**config.mk**
```make
export PLATFORM = sky130hd
export DESIGN_NAME = cfg_writer
export DESIGN_NICKNAME = d
export VERILOG_FILES = /design/src/rtl/cfg_writer.sv
export SDC_FILE = /design/constraint.sdc
export NUM_CORES = 1
export LEC_CHECK = 0
export BUFFER_PORTS_ARGS = -buffer_cell sky130_fd_sc_hd__buf_2
export CELL_PAD_IN_SITES_DETAIL_PLACEMENT = 0
export CELL_PAD_IN_SITES_GLOBAL_PLACEMENT = 1
export CORE_MARGIN = 2
export CORE_UTILIZATION = 37
export DETAILED_ROUTE_END_ITERATION = 6
export PLACE_DENSITY = 0.82
export SYNTH_ARGS = -nofsm -noshare
export SYNTH_HDL_FRONTEND = slang
export SYNTH_SLANG_ARGS = --single-unit
```
**constraint.sdc**
```tcl
create_clock -name aclk -period 7.45 [get_ports aclk]
set_clock_uncertainty 0.15 [all_clocks]
set_input_delay 1.1175 -clock aclk [delete_from_list [all_inputs] [get_ports aclk]]
set_output_delay 1.1175 -clock aclk [all_outputs]
set_load 0.01 [all_outputs]
```
**src/rtl/cfg_writer.sv**
```systemverilog
// cfg_writer: AXI4-Lite slave that assembles NUM_WORDS 32-bit registers into one packed cfg_data word.
// Define CFG_WRITER_READBACK_EN to return cfg_data words on reads; otherwise every read returns SLVERR.
module cfg_writer #(
    parameter int CFG_DATA_WIDTH = 160,
    parameter int AXI_ADDR_WIDTH = 16
) (
    input  logic                      aclk,
    input  logic                      arst,
    input  logic [AXI_ADDR_WIDTH-1:0] s_axi_awaddr,
    input  logic                      s_axi_awvalid,
    output logic                      s_axi_awready,
    input  logic [31:0]               s_axi_wdata,
    input  logic [3:0]                s_axi_wstrb,
    input  logic                      s_axi_wvalid,
    output logic                      s_axi_wready,
    output logic [1:0]                s_axi_bresp,
    output logic                      s_axi_bvalid,
    input  logic                      s_axi_bready,
    input  logic [AXI_ADDR_WIDTH-1:0] s_axi_araddr,
    input  logic                      s_axi_arvalid,
    output logic                      s_axi_arready,
    output logic [31:0]               s_axi_rdata,
    output logic [1:0]                s_axi_rresp,
    output logic                      s_axi_rvalid,
    input  logic                      s_axi_rready,
    output logic [CFG_DATA_WIDTH-1:0] cfg_data,
    output logic                      cfg_update
);
    localparam int NUM_WORDS = CFG_DATA_WIDTH / 32;
    localparam int IW        = AXI_ADDR_WIDTH - 2;

    logic                      aw_held_q;
    logic [IW-1:0]             aw_idx_q;
    logic                      w_held_q;
    logic [31:0]               wdata_q;
    logic [3:0]                wstrb_q;
    logic                      bvalid_q;
    logic [1:0]                bresp_q;
    logic                      rvalid_q;
    logic [1:0]                rresp_q;
    logic [CFG_DATA_WIDTH-1:0] cfg_q;
    logic [CFG_DATA_WIDTH-1:0] cfg_d;
    logic                      cfg_update_q;

    logic          aw_hs;
    logic          w_hs;
    logic          ar_hs;
    logic [IW-1:0] wr_idx;
    logic [31:0]   wr_data;
    logic [3:0]    wr_strb;
    logic          wr_fire;
    logic          wr_in_range;
    logic [1:0]    rd_resp;
    logic          unused_addr_bits;

    // Readies are gated by arst so they read 0 throughout reset and rise as soon as it is released.
    assign s_axi_awready = ~arst & ~aw_held_q & ~bvalid_q;
    assign s_axi_wready  = ~arst & ~w_held_q & ~bvalid_q;
    assign s_axi_arready = ~arst & ~rvalid_q;

    assign aw_hs = s_axi_awvalid & s_axi_awready;
    assign w_hs  = s_axi_wvalid & s_axi_wready;
    assign ar_hs = s_axi_arvalid & s_axi_arready;

    assign wr_idx      = aw_held_q ? aw_idx_q : s_axi_awaddr[AXI_ADDR_WIDTH-1:2];
    assign wr_data     = w_held_q ? wdata_q : s_axi_wdata;
    assign wr_strb     = w_held_q ? wstrb_q : s_axi_wstrb;
    assign wr_fire     = (aw_held_q | aw_hs) & (w_held_q | w_hs);
    assign wr_in_range = 32'(wr_idx) < NUM_WORDS;

    always_comb begin
        cfg_d = cfg_q;
        if (wr_fire && wr_in_range) begin
            for (int k = 0; k < NUM_WORDS; k++) begin
                for (int b = 0; b < 4; b++) begin
                    if (32'(wr_idx) == 32'(k) && wr_strb[b]) begin
                        cfg_d[32*k+8*b +: 8] = wr_data[8*b +: 8];
                    end
                end
            end
        end
    end

`ifdef CFG_WRITER_READBACK_EN
    logic [IW-1:0] rd_idx;
    logic          rd_in_range;
    logic [31:0]   rd_word;
    logic [31:0]   rdata_q;

    assign rd_idx      = s_axi_araddr[AXI_ADDR_WIDTH-1:2];
    assign rd_in_range = 32'(rd_idx) < NUM_WORDS;
    assign rd_resp     = rd_in_range ? 2'b00 : 2'b10;

    always_comb begin
        rd_word = '0;
        for (int k = 0; k < NUM_WORDS; k++) begin
            if (32'(rd_idx) == 32'(k)) begin
                rd_word = cfg_q[32*k +: 32];
            end
        end
    end

    // Sampled from cfg_q, so a read racing a write to the same word sees the old value.
    always_ff @(posedge aclk or posedge arst) begin
        if (arst) begin
            rdata_q <= '0;
        end else if (ar_hs) begin
            rdata_q <= rd_in_range ? rd_word : 32'd0;
        end
    end

    assign s_axi_rdata      = rdata_q;
    assign unused_addr_bits = ^{s_axi_awaddr[1:0], s_axi_araddr[1:0]};
`else
    assign rd_resp          = 2'b10;
    assign s_axi_rdata      = '0;
    assign unused_addr_bits = ^{s_axi_awaddr[1:0], s_axi_araddr};
`endif

    always_ff @(posedge aclk or posedge arst) begin
        if (arst) begin
            aw_held_q    <= 1'b0;
            aw_idx_q     <= '0;
            w_held_q     <= 1'b0;
            wdata_q      <= '0;
            wstrb_q      <= '0;
            bvalid_q     <= 1'b0;
            bresp_q      <= 2'b00;
            rvalid_q     <= 1'b0;
            rresp_q      <= 2'b00;
            cfg_q        <= '0;
            cfg_update_q <= 1'b0;
        end else begin
            cfg_q        <= cfg_d;
            cfg_update_q <= wr_fire & wr_in_range;
            if (wr_fire) begin
                aw_held_q <= 1'b0;
                w_held_q  <= 1'b0;
                bvalid_q  <= 1'b1;
                bresp_q   <= wr_in_range ? 2'b00 : 2'b10;
            end else begin
                if (aw_hs) begin
                    aw_held_q <= 1'b1;
                    aw_idx_q  <= s_axi_awaddr[AXI_ADDR_WIDTH-1:2];
                end
                if (w_hs) begin
                    w_held_q <= 1'b1;
                    wdata_q  <= s_axi_wdata;
                    wstrb_q  <= s_axi_wstrb;
                end
                if (bvalid_q && s_axi_bready) begin
                    bvalid_q <= 1'b0;
                end
            end
            if (ar_hs) begin
                rvalid_q <= 1'b1;
                rresp_q  <= rd_resp;
            end else if (rvalid_q && s_axi_rready) begin
                rvalid_q <= 1'b0;
            end
        end
    end

    assign s_axi_bvalid = bvalid_q;
    assign s_axi_bresp  = bresp_q;
    assign s_axi_rvalid = rvalid_q;
    assign s_axi_rresp  = rresp_q;
    assign cfg_data     = cfg_q;
    assign cfg_update   = cfg_update_q;
endmodule
```
==> results of run 1 <==
synthesized netlist by cell type, types with 2 or more instances:
cell type,n
sky130_fd_sc_hd__a211oi_2,4
sky130_fd_sc_hd__a211oi_4,4
sky130_fd_sc_hd__a21oi_1,2
sky130_fd_sc_hd__buf_2,2
sky130_fd_sc_hd__buf_4,34
sky130_fd_sc_hd__clkbuf_1,7
sky130_fd_sc_hd__dfrtp_1,217
sky130_fd_sc_hd__inv_1,7
sky130_fd_sc_hd__mux2_1,23
sky130_fd_sc_hd__mux2_2,218
sky130_fd_sc_hd__mux2i_1,5
sky130_fd_sc_hd__nand2_1,3
sky130_fd_sc_hd__nand2_2,20
sky130_fd_sc_hd__nand3_1,3
sky130_fd_sc_hd__nand3b_1,3
sky130_fd_sc_hd__nor2_1,6
sky130_fd_sc_hd__nor3_1,7
sky130_fd_sc_hd__nor3b_1,2
sky130_fd_sc_hd__nor4_1,3
sky130_fd_sc_hd__nor4_2,2
sky130_fd_sc_hd__o21ai_0,3
final timing paths:
path | from | to | slack [ns] | depth (start not counted)
setup / recovery | aw_held_q | cfg_data[31] | 4.26 | 5
hold / removal | s_axi_rresp[1] | s_axi_rresp[1] | 0.32 | 1
setup reg to reg | aw_held_q | cfg_data[31] | 4.26 | 5
hold reg to reg | s_axi_rresp[1] | s_axi_rresp[1] | 0.32 | 1
max in group asynchronous | arst | cfg_data[136] | 5.24 | 3
min in group asynchronous | arst | cfg_data[94] | 0.64 | 2
stage by stage:
step / setup slack, ns / hold WS (ns)
after floorplan: 0.246 / 0.324
after global placement: 3.90 / 0.298
after detailed placement: 3.84 / 0.306
after CTS: 4.22 / 0.320
after global routing: 4.05 / 0.351
final: 4.26 / 0.318
flip-flops by register name, indices dropped and copies added, names as in the netlist:
| name | flops |
|---|---|
| w_held_q | 1 |
| cfg_update | 1 |
| s_axi_bresp | 1 |
| s_axi_rresp | 1 |
| cfg_data | 160 |
| wstrb_q | 4 |
| aw_idx_q | 14 |
| s_axi_rvalid | 1 |
| s_axi_bvalid | 1 |
| aw_held_q | 1 |
| wdata_q | 32 |
power by group:
part	leakage [nW]	switching, mW	internal (mW)
Combinational	2.79	0.253	0.233
Sequential	2.92	0.101	1.33
Clock	0.438	0.490	0.821
Total	6.14	0.843	2.38
cell families after synthesis:
group | Yosys count
simple gates | 51
compound gates | 21
mux | 246
flops | 217
other cells | 1
buf+inv | 52
worst max-delay path: stages (launching register included):
cell,delay (ns)
sky130_fd_sc_hd__dfrtp_1,0.82
sky130_fd_sc_hd__nor4b_1,0.32
sky130_fd_sc_hd__nand3_1,0.40
sky130_fd_sc_hd__a211oi_2,0.66
sky130_fd_sc_hd__nand2_2,0.32
sky130_fd_sc_hd__mux2_1,0.38
routing by layer:
layer	wire length, µm	vias up
met5	11	-
met1	9460	2836
met3	1320	41
li1	-	2537
met2	10400	159
met4	509	2
area by class of cell:
cell class,count,area share
flip-flops and latches,217,0.478
clock inverters,14,0.0187
inverters,7,0.00297
clock buffers,31,0.0597
repair buffers,228,0.101
diodes,1,0.000220
multi-input cells,352,0.303
well taps,324,0.0357
==> reports/metrics.json, run 1 <==
{
  "grt": {
    "largest_net_degree_at_the_start_of_global_routing": 99,
    "global_route_track_usage_on_met1": 0.226,
    "gr-usage-met2": 0.275,
    "grt.met3_usage": 0.0377,
    "grt-ovfl-total": 0,
    "antenna_violations_before_repair": 2,
    "first_global_vias": 5841,
    "globalRoute.busiestLayer": "met2",
    "wire_length_of_the_first_global_routing_pass_mm": 33.9,
    "globalRouteTotalUtil": 0.168
  },
  "yosys": {
    "post_synthesis_xor_xnor_area_fraction": 0,
    "dominantRegCellSynth": "sky130_fd_sc_hd__dfrtp_1",
    "post_synth_inst_count": 588,
    "synth_simple_gate_area_share": 0.0336,
    "largest_family_of_logic_cells_by_synthesized_area": "multiplexers",
    "synth_fa_ha_area_frac": 0,
    "synth_area_um2": 9090,
    "netlist.top_cell.by_area": "sky130_fd_sc_hd__dfrtp_1",
    "postSynthAreaPerCell_um2": 15.5,
    "post_synth_num_cell_types": 34,
    "synth-warning-count": 0,
    "ys_seq_area_frac": 0.598,
    "ys_ff_latch": 217,
    "synth_edf_count": 0,
    "yosys-top-cells-area": "sky130_fd_sc_hd__dfrtp_1 60%, sky130_fd_sc_hd__mux2_2 27%, sky130_fd_sc_hd__mux2_1 2.9%, sky130_fd_sc_hd__buf_4 2.8%, sky130_fd_sc_hd__nand2_2 1.4%",
    "synth_async_sr_flop_share": 1.00,
    "post_synth_top_area_share": 0.598,
    "synth-compound-area-share": 0.0275,
    "muxShareOfSynthArea": 0.304
  },
  "cells_and_area": {
    "register_area_um2": 5430,
    "stdcell_count": 1174,
    "layout.core_utilization": 0.469,
    "fraction_of_final_layout_cells_with_drive_strength_greater_than_1": 0.617,
    "multiInputGateArea_um2": 3450,
    "fillCellCount": 2239,
    "syn2layout_area_growth_pct": 25.0,
    "layout_common_cells": "224 x sky130_fd_sc_hd__buf_2, 218 x sky130_fd_sc_hd__mux2_2, 216 x sky130_fd_sc_hd__dfrtp_1",
    "finalNetCount": 906,
    "commonest_non_fill_non_tap_cell_in_the_layout": "sky130_fd_sc_hd__buf_2",
    "post-route-cell-area_um2": 11400
  },
  "clock_network": {
    "clk_latency_ns": 0.51,
    "postCtsSetupBuffers": 0,
    "cts_buffers": 25,
    "clock_tree.htree_level_count": 1,
    "cts_buffer_depth": 3,
    "cts.root.buffer_cell": "sky130_fd_sc_hd__clkbuf_16",
    "cts_num_sinks": 217,
    "cts.clk_slew.worst_paths_ns": 0.06,
    "hold_buffers": 0,
    "tritoncts": "done",
    "cts.repair.resized": 0
  },
  "route": {
    "route.detailed.vias_per_inst": 4.75,
    "drt_drc_violations_left": 0,
    "detail_route.iter0.violations": 303,
    "firstDrtPassIters": 4,
    "wire_per_inst_um": 18.5,
    "wirelength_mm": 21.7,
    "dr_total_vias": 5575,
    "antenna_left": 0
  },
  "floorplan": {
    "die-width_um": 161,
    "die_height_um": 161,
    "number_of_placement_rows": 57,
    "top_level_ports": 277,
    "core_area_um2": 24200,
    "initial_cell_density_of_the_core": 0.375,
    "design.die.area_um2": 25800
  },
  "run_status": {
    "status": "completed"
  },
  "timing": {
    "max_freq_mhz": 314,
    "finalCritPeriodShare": 0.428,
    "setup_viol": 0,
    "timing_hold_violations_final": 0,
    "setup_tns_ns": 0,
    "drv_slew": 0,
    "slew-limit-headroom": 0.385,
    "grt_setup_unrepaired": "false",
    "final_period_minus_worst_setup_slack_ns": 3.19,
    "worst_slew_pin_slew_ns": 0.923
  },
  "hold_path": {
    "worstHoldPathType": "flip-flop to flip-flop"
  },
  "worst_setup_path": {
    "critical_path_required_ns": 7.69,
    "worst_setup_path_start_kind": "flip-flop",
    "critical_path.max_fanout": 20,
    "worst-endpoint-arrival_ns": 3.43,
    "end_kind": "flip-flop",
    "crit_type": "flip-flop to flip-flop"
  },
  "power": {
    "total_leakage_power_nw": 6.14,
    "design_power_total_mw": 3.22,
    "peakVddDrop_mv": 0.142,
    "power_per_cell_area_nw_per_um2": 284
  },
  "placement": {
    "place_inst": 1128,
    "numPortBuffers": 224,
    "place_hpwl_mm": 14.7,
    "placement.cell_area_um2": 10500,
    "finalWeightedCongestion": 0.736
  },
  "job": {
    "cap_violations": 0
  }
}
No activity file was read; power rests on OpenSTA's default activity.
==> inputs of run 2 (changes only) <==
--- a/config.mk
+++ b/config.mk
@@ -9,9 +9,9 @@
 export CELL_PAD_IN_SITES_DETAIL_PLACEMENT = 0
 export CELL_PAD_IN_SITES_GLOBAL_PLACEMENT = 1
 export CORE_MARGIN = 2
-export CORE_UTILIZATION = 37
+export CORE_UTILIZATION = 40
 export DETAILED_ROUTE_END_ITERATION = 6
-export PLACE_DENSITY = 0.82
+export PLACE_DENSITY = 0.84
 export SYNTH_ARGS = -nofsm -noshare
 export SYNTH_HDL_FRONTEND = slang
 export SYNTH_SLANG_ARGS = --single-unit
==> constraint.sdc (replaced) <==
create_clock -name aclk -period 3.1 [get_ports aclk]
set_clock_uncertainty 0.15 [all_clocks]
set_input_delay 0.465 -clock aclk [delete_from_list [all_inputs] [get_ports aclk]]
set_output_delay 0.465 -clock aclk [all_outputs]
set_load 0.01 [all_outputs]
==> run 2 against run 1 <==
  * Critical path depth did not move
  * Fmax rose by 17%
  * Sequential power rose by 140%
  * Register-to-register slack got worse by 3.9 ns
  * Global-route usage rose by 0.66 points
  * Count of clock-buffer cells in the layout rose by 7
  * Setup slack got worse by 3.9 ns
  * Design area fell by 0.68%
  * Cell count fell by 2.8%
  * Non-clock buffer count rose by 5
  * Combinational power rose by 150%
  * Critical endpoint is now cfg_data[56]
  * Largest cell class unchanged
==> reports/metrics.json, run 2 (synthesized netlist as in run 1, its figures left out) <==
{
  "placement": {
    "place_inst": 1092,
    "preCtsSetupSlack_ns": 0.255,
    "placement.cell_area_um2": 10500,
    "place_hpwl_mm": 14.6,
    "numPortBuffers": 224,
    "finalWeightedCongestion": 0.765
  },
  "worst_setup_path": {
    "worst-endpoint-arrival_ns": 2.97,
    "critical_path.max_fanout": 8,
    "crit_path_largest_cell_delay_ns": 0.65,
    "crit_type": "flip-flop to flip-flop",
    "timing.critical_path.slowest_stage_cell": "sky130_fd_sc_hd__a211oi_2",
    "critical_path_required_ns": 3.34,
    "crit_path_cell_trace": "nor4b_1, nand3_1, a211oi_2, nand2_2, mux2_1",
    "worst_setup_path_start_kind": "flip-flop",
    "end_kind": "flip-flop"
  },
  "grt": {
    "largest_net_degree_at_the_start_of_global_routing": 111,
    "globalRouteTotalUtil": 0.175,
    "antenna_violations_before_repair": 4,
    "wire_length_of_the_first_global_routing_pass_mm": 33.0,
    "grt-ovfl-total": 0,
    "first_global_vias": 5840
  },
  "cells_and_area": {
    "register_area_um2": 5430,
    "layout.core_utilization": 0.503,
    "stdcell_count": 1141,
    "syn2layout_area_growth_pct": 24.2,
    "multiInputGateArea_um2": 3450,
    "finalNetCount": 911,
    "fillCellCount": 1971,
    "post-route-cell-area_um2": 11300,
    "layout_common_cells": "224 x sky130_fd_sc_hd__buf_2, 218 x sky130_fd_sc_hd__mux2_2, 216 x sky130_fd_sc_hd__dfrtp_1",
    "largest_reg_flops": 160,
    "commonest_non_fill_non_tap_cell_in_the_layout": "sky130_fd_sc_hd__buf_2",
    "fraction_of_final_layout_cells_with_drive_strength_greater_than_1": 0.612
  },
  "power": {
    "power_per_cell_area_nw_per_um2": 658,
    "peakVddDrop_mv": 0.319,
    "total_leakage_power_nw": 6.13
  },
  "floorplan": {
    "die-width_um": 155,
    "initial_cell_density_of_the_core": 0.405,
    "number_of_placement_rows": 55,
    "design.die.area_um2": 23900,
    "core_area_um2": 22400,
    "top_level_ports": 277,
    "die_height_um": 155
  },
  "clock_network": {
    "tritoncts": "done",
    "cts_buffers": 25,
    "cts.root.buffer_cell": "sky130_fd_sc_hd__clkbuf_16",
    "clock_tree.htree_level_count": 1,
    "cts_num_sinks": 217,
    "clk_latency_ns": 0.51,
    "cts.clk_slew.worst_paths_ns": 0.06,
    "cts_buffer_depth": 3
  },
  "timing": {
    "drv_slew": 0,
    "max_freq_mhz": 366,
    "finalCritPeriodShare": 0.881,
    "post-route-worst-setup-slack_ns": 0.370,
    "setup_viol": 0,
    "worst_slew_pin_slew_ns": 0.878,
    "timing_hold_violations_final": 0,
    "final_period_minus_worst_setup_slack_ns": 2.73,
    "setup_tns_ns": 0,
    "grt_setup_unrepaired": "false",
    "slew-limit-headroom": 0.415
  },
  "route": {
    "antenna_left": 0,
    "wire_per_inst_um": 18.6,
    "detail_route.iter0.violations": 167,
    "wirelength_mm": 21.2,
    "firstDrtPassIters": 5,
    "route.detailed.vias_per_inst": 4.96,
    "drt_drc_violations_left": 0,
    "dr_total_vias": 5660
  },
  "hold_path": {
    "worstHoldPathType": "primary input to flip-flop"
  },
  "job": {
    "cap_violations": 0
  },
  "run_status": {
    "status": "completed"
  }
}
==> run 2: cell count changes in the layout (fill, tap and decap cells not counted), sizes merged <==
cell	before	now
dlygate4sd3	0	2
bufinv	5	1
clkbuf	31	38
clkinv	8	4
buf	228	231
diode	1	3
==> run 2: worst paths after layout <==
kind                                start             end  slack, ns  cells past startpoint
setup / recovery             aw_idx_q[11]    cfg_data[56]       0.37                      5
hold / removal              s_axi_arvalid  s_axi_rresp[1]       0.04                      3
setup reg to reg             aw_idx_q[11]    cfg_data[56]       0.37                      5
hold reg to reg            s_axi_rresp[1]  s_axi_rresp[1]       0.33                      1
max in group asynchronous            arst   cfg_data[130]       2.23                      3
min in group asynchronous            arst     wdata_q[26]       0.06                      3
==> run 2: metrics by stage <==
step	hold WS, ns	total power [mW]
finish	0.0399	7.43
detailed placement	0.311	4.68
global placement	0.299	4.63
global route	0.0274	7.81
CTS	0.0182	7.53
floorplan	0.324	4.36
==> run 2: area by class of cell <==
class | instances | share of cell area
Sequential cell | 217 | 0.481
Inverter | 7 | 0.00266
Antenna cell | 3 | 0.000665
Tap cell | 285 | 0.0316
Multi-Input combinational cell | 352 | 0.305
Timing Repair Buffer | 233 | 0.108
Clock buffer | 38 | 0.0651
Clock inverter | 6 | 0.00521
==> run 2: what timing repair did <==
action                    4_1_cts  5_1_grt
gates resized for setup         0        0
setup buffers                   0        0
hold endpoints to repair        2        0
hold buffers                    2        0
==> run 2: where the power goes <==
group	switching, mW	total [mW]	internal (mW)
logic	0.632	1.21	0.579
clock network	1.11	2.82	1.71
registers	0.211	3.40	3.19
total	1.95	7.43	5.47
==> run 2: worst max-delay path: cells and delay by family, from the launching register on <==
kind             cells  cell delay, ns
AND/OR/NAND/NOR      3            1.03
multiplexers         1            0.39
flip-flops           1            0.37
AO/OA/AOI/OAI        1            0.65
==> run 2: metal layers <==
metal,GRT usage,part of all wire
met1,0.232,0.44
met3,0.0347,0.054
met4,0.0494,0.014
met2,0.293,0.49
met5,0,0.00033
==> inputs of run 3 (changes only) <==
--- a/config.mk
+++ b/config.mk
@@ -5,13 +5,14 @@
 export SDC_FILE = /design/constraint.sdc
 export NUM_CORES = 1
 export LEC_CHECK = 0
+export ABC_AREA = 1
 export BUFFER_PORTS_ARGS = -buffer_cell sky130_fd_sc_hd__buf_2
 export CELL_PAD_IN_SITES_DETAIL_PLACEMENT = 0
 export CELL_PAD_IN_SITES_GLOBAL_PLACEMENT = 1
 export CORE_MARGIN = 2
-export CORE_UTILIZATION = 40
+export CORE_UTILIZATION = 39
 export DETAILED_ROUTE_END_ITERATION = 6
-export PLACE_DENSITY = 0.84
+export PLACE_DENSITY = 0.87
 export SYNTH_ARGS = -nofsm -noshare
 export SYNTH_HDL_FRONTEND = slang
 export SYNTH_SLANG_ARGS = --single-unit
==> run 3 against run 2 <==
  * Utilization shrank 3.4 points
  * Largest power group unchanged
  * Setup slack improved by 0.27 ns
  * Synthesized area increased by 20%
  * Total power grew 3.6%
  * Count of clock-buffer cells in the layout decreased by 3
==> reports/metrics.json, run 3 <==
{
  "clock_network": {
    "cts_num_sinks": 217,
    "clock_tree.htree_level_count": 1,
    "clk_latency_ns": 0.53,
    "hold_buffers": 5,
    "cts_buffers": 25,
    "tritoncts": "done",
    "cts.clk_slew.worst_paths_ns": 0.06,
    "cts.repair.resized": 0,
    "cts.root.buffer_cell": "sky130_fd_sc_hd__clkbuf_16",
    "postCtsSetupBuffers": 0,
    "cts_buffer_depth": 3
  },
  "cells_and_area": {
    "commonest_non_fill_non_tap_cell_in_the_layout": "sky130_fd_sc_hd__nand2_1",
    "post-route-cell-area_um2": 13000,
    "layout_common_cells": "276 x sky130_fd_sc_hd__nand2_1, 231 x sky130_fd_sc_hd__inv_1, 224 x sky130_fd_sc_hd__buf_2",
    "largest_reg_flops": 160,
    "fraction_of_final_layout_cells_with_drive_strength_greater_than_1": 0.207,
    "syn2layout_area_growth_pct": 18.8,
    "stdcell_count": 1912,
    "fillCellCount": 2722,
    "finalNetCount": 1591
  },
  "placement": {
    "place_hpwl_mm": 19.8,
    "place_inst": 1862,
    "placement.cell_area_um2": 12200,
    "finalWeightedCongestion": 0.824,
    "numPortBuffers": 224
  },
  "worst_setup_path": {
    "critical_path.max_fanout": 40,
    "reg2reg_setup_slack_ns": 0.64,
    "worst_setup_path_start_kind": "flip-flop",
    "end_kind": "flip-flop",
    "worst-r2r-cell-count": 8,
    "reg2reg_from": "aw_held_q",
    "critical_path_required_ns": 3.40,
    "worst-endpoint-arrival_ns": 2.75,
    "crit_type": "flip-flop to flip-flop",
    "crit_path_start": "aw_held_q"
  },
  "grt": {
    "grt-ovfl-total": 0,
    "globalRouteTotalUtil": 0.211,
    "antenna_violations_before_repair": 2,
    "wire_length_of_the_first_global_routing_pass_mm": 48.5,
    "first_global_vias": 8622,
    "global_route_track_usage_on_met1": 0.297,
    "gr-usage-met2": 0.335,
    "largest_net_degree_at_the_start_of_global_routing": 136,
    "globalRoute.busiestLayer": "met2",
    "grt.met3_usage": 0.0403
  },
  "power": {
    "power_per_cell_area_nw_per_um2": 592,
    "total_leakage_power_nw": 6.33,
    "peakVddDrop_mv": 0.347,
    "design_power_total_mw": 7.70
  },
  "floorplan": {
    "die_height_um": 171,
    "top_level_ports": 277,
    "initial_cell_density_of_the_core": 0.395,
    "die-width_um": 171,
    "number_of_placement_rows": 61,
    "design.die.area_um2": 29400,
    "core_area_um2": 27700
  },
  "timing": {
    "finalCritPeriodShare": 0.792,
    "setup_viol": 0,
    "worst_hold_slack_ns": 0.0496,
    "max_freq_mhz": 407,
    "grt_setup_unrepaired": "false",
    "worst_slew_pin_slew_ns": 0.949,
    "final_period_minus_worst_setup_slack_ns": 2.46,
    "slew-limit-headroom": 0.360,
    "timing_hold_violations_final": 0,
    "drv_slew": 0
  },
  "yosys": {
    "synth_edf_count": 0,
    "dominantRegCellSynth": "sky130_fd_sc_hd__dfrtp_1",
    "synth_async_sr_flop_share": 1.00,
    "synth_area_um2": 10900,
    "post_synth_inst_count": 1319,
    "netlist_top_cells_count": "276 x sky130_fd_sc_hd__nand2_1, 232 x sky130_fd_sc_hd__inv_1, 217 x sky130_fd_sc_hd__dfrtp_1, 171 x sky130_fd_sc_hd__nand3_1, 160 x sky130_fd_sc_hd__o21bai_1",
    "ys_ff_latch": 217,
    "synth-warning-count": 0,
    "netlist.top_cell.by_area": "sky130_fd_sc_hd__dfrtp_1",
    "post_synth_num_cell_types": 25,
    "postSynthAreaPerCell_um2": 8.29,
    "yosysMostFrequentCell": "sky130_fd_sc_hd__nand2_1",
    "post_synth_top_area_share": 0.496,
    "yosys-top-cells-area": "sky130_fd_sc_hd__dfrtp_1 50%, sky130_fd_sc_hd__o21bai_1 11%, sky130_fd_sc_hd__nand2_1 9.5%, sky130_fd_sc_hd__inv_1 8.0%, sky130_fd_sc_hd__nand3_1 7.8%",
    "ys_seq_area_frac": 0.496
  },
  "route": {
    "firstDrtPassIters": 5,
    "wirelength_mm": 31.0,
    "detail_route.iter0.violations": 643,
    "drt_drc_violations_left": 0,
    "antenna_left": 0,
    "route.detailed.vias_per_inst": 4.75,
    "wire_per_inst_um": 16.2,
    "dr_total_vias": 9084
  },
  "job": {
    "cap_violations": 0
  },
  "run_status": {
    "status": "completed"
  },
  "hold_path": {
    "worst_hold_startpoint": "s_axi_wstrb[0]",
    "worstHoldPathType": "primary input to flip-flop",
    "holdPathStages": 3
  }
}
run 3: power by group:
part	internal [mW]	switching, mW
Clock	1.67	1.20
Sequential	3.15	0.182
Combinational	0.388	1.11
run 3: logic make-up after synthesis:
family / count (synthesis) / synth area share
AO/OA/AOI/OAI: 250 / 0.152
flip-flops: 217 / 0.496
buffers and inverters: 354 / 0.149
other: 1 / 0.000343
AND/OR/NAND/NOR: 497 / 0.202
run 3: per-stage QoR:
step / utilization / TNS [ns] / setup WS, ns
floorplan: - / -477.41 / -1.90
global placement: 0.439 / 0 / 0.691
detailed placement: 0.439 / 0 / 0.669
CTS: 0.469 / 0 / 0.613
global route: 0.469 / 0 / 0.358
finish: 0.469 / 0 / 0.644
run 3: worst max-delay path: stages (launching register included):
cell and delay, ns:
sky130_fd_sc_hd__dfrtp_1 0.57, sky130_fd_sc_hd__inv_2 0.17, sky130_fd_sc_hd__o21ai_1 0.21, sky130_fd_sc_hd__nand2_1 0.17
sky130_fd_sc_hd__nand2_2 0.21, sky130_fd_sc_hd__nand2_8 0.13, sky130_fd_sc_hd__nor2_8 0.48, sky130_fd_sc_hd__nand3_1 0.15
sky130_fd_sc_hd__nand2_1 0.10
run 3: cell type report:
cell class | count | area [µm²] | area share
diodes | 1 | 2.50 | 0.000193
clock buffers | 35 | 703 | 0.0541
clock inverters | 9 | 82.6 | 0.00635
inverters | 240 | 906 | 0.0697
multi-input cells | 781 | 4020 | 0.310
flip-flops and latches | 217 | 5430 | 0.418
well taps | 378 | 473 | 0.0364
repair buffers | 251 | 1370 | 0.106
run 3: final timing paths:
kind | endpoint
max | cfg_data[41]
min | wstrb_q[0]
max reg2reg | cfg_data[41]
min in group asynchronous | s_axi_bvalid
min reg2reg | s_axi_rresp[1]
max in group asynchronous | wdata_q[17]
run 3: per-layer routing:
metal	routed length, µm	vias to the layer above
met3	2010	44
met4	644	2
li1	-	4443
met2	14400	287
met5	13	-
met1	13900	4308
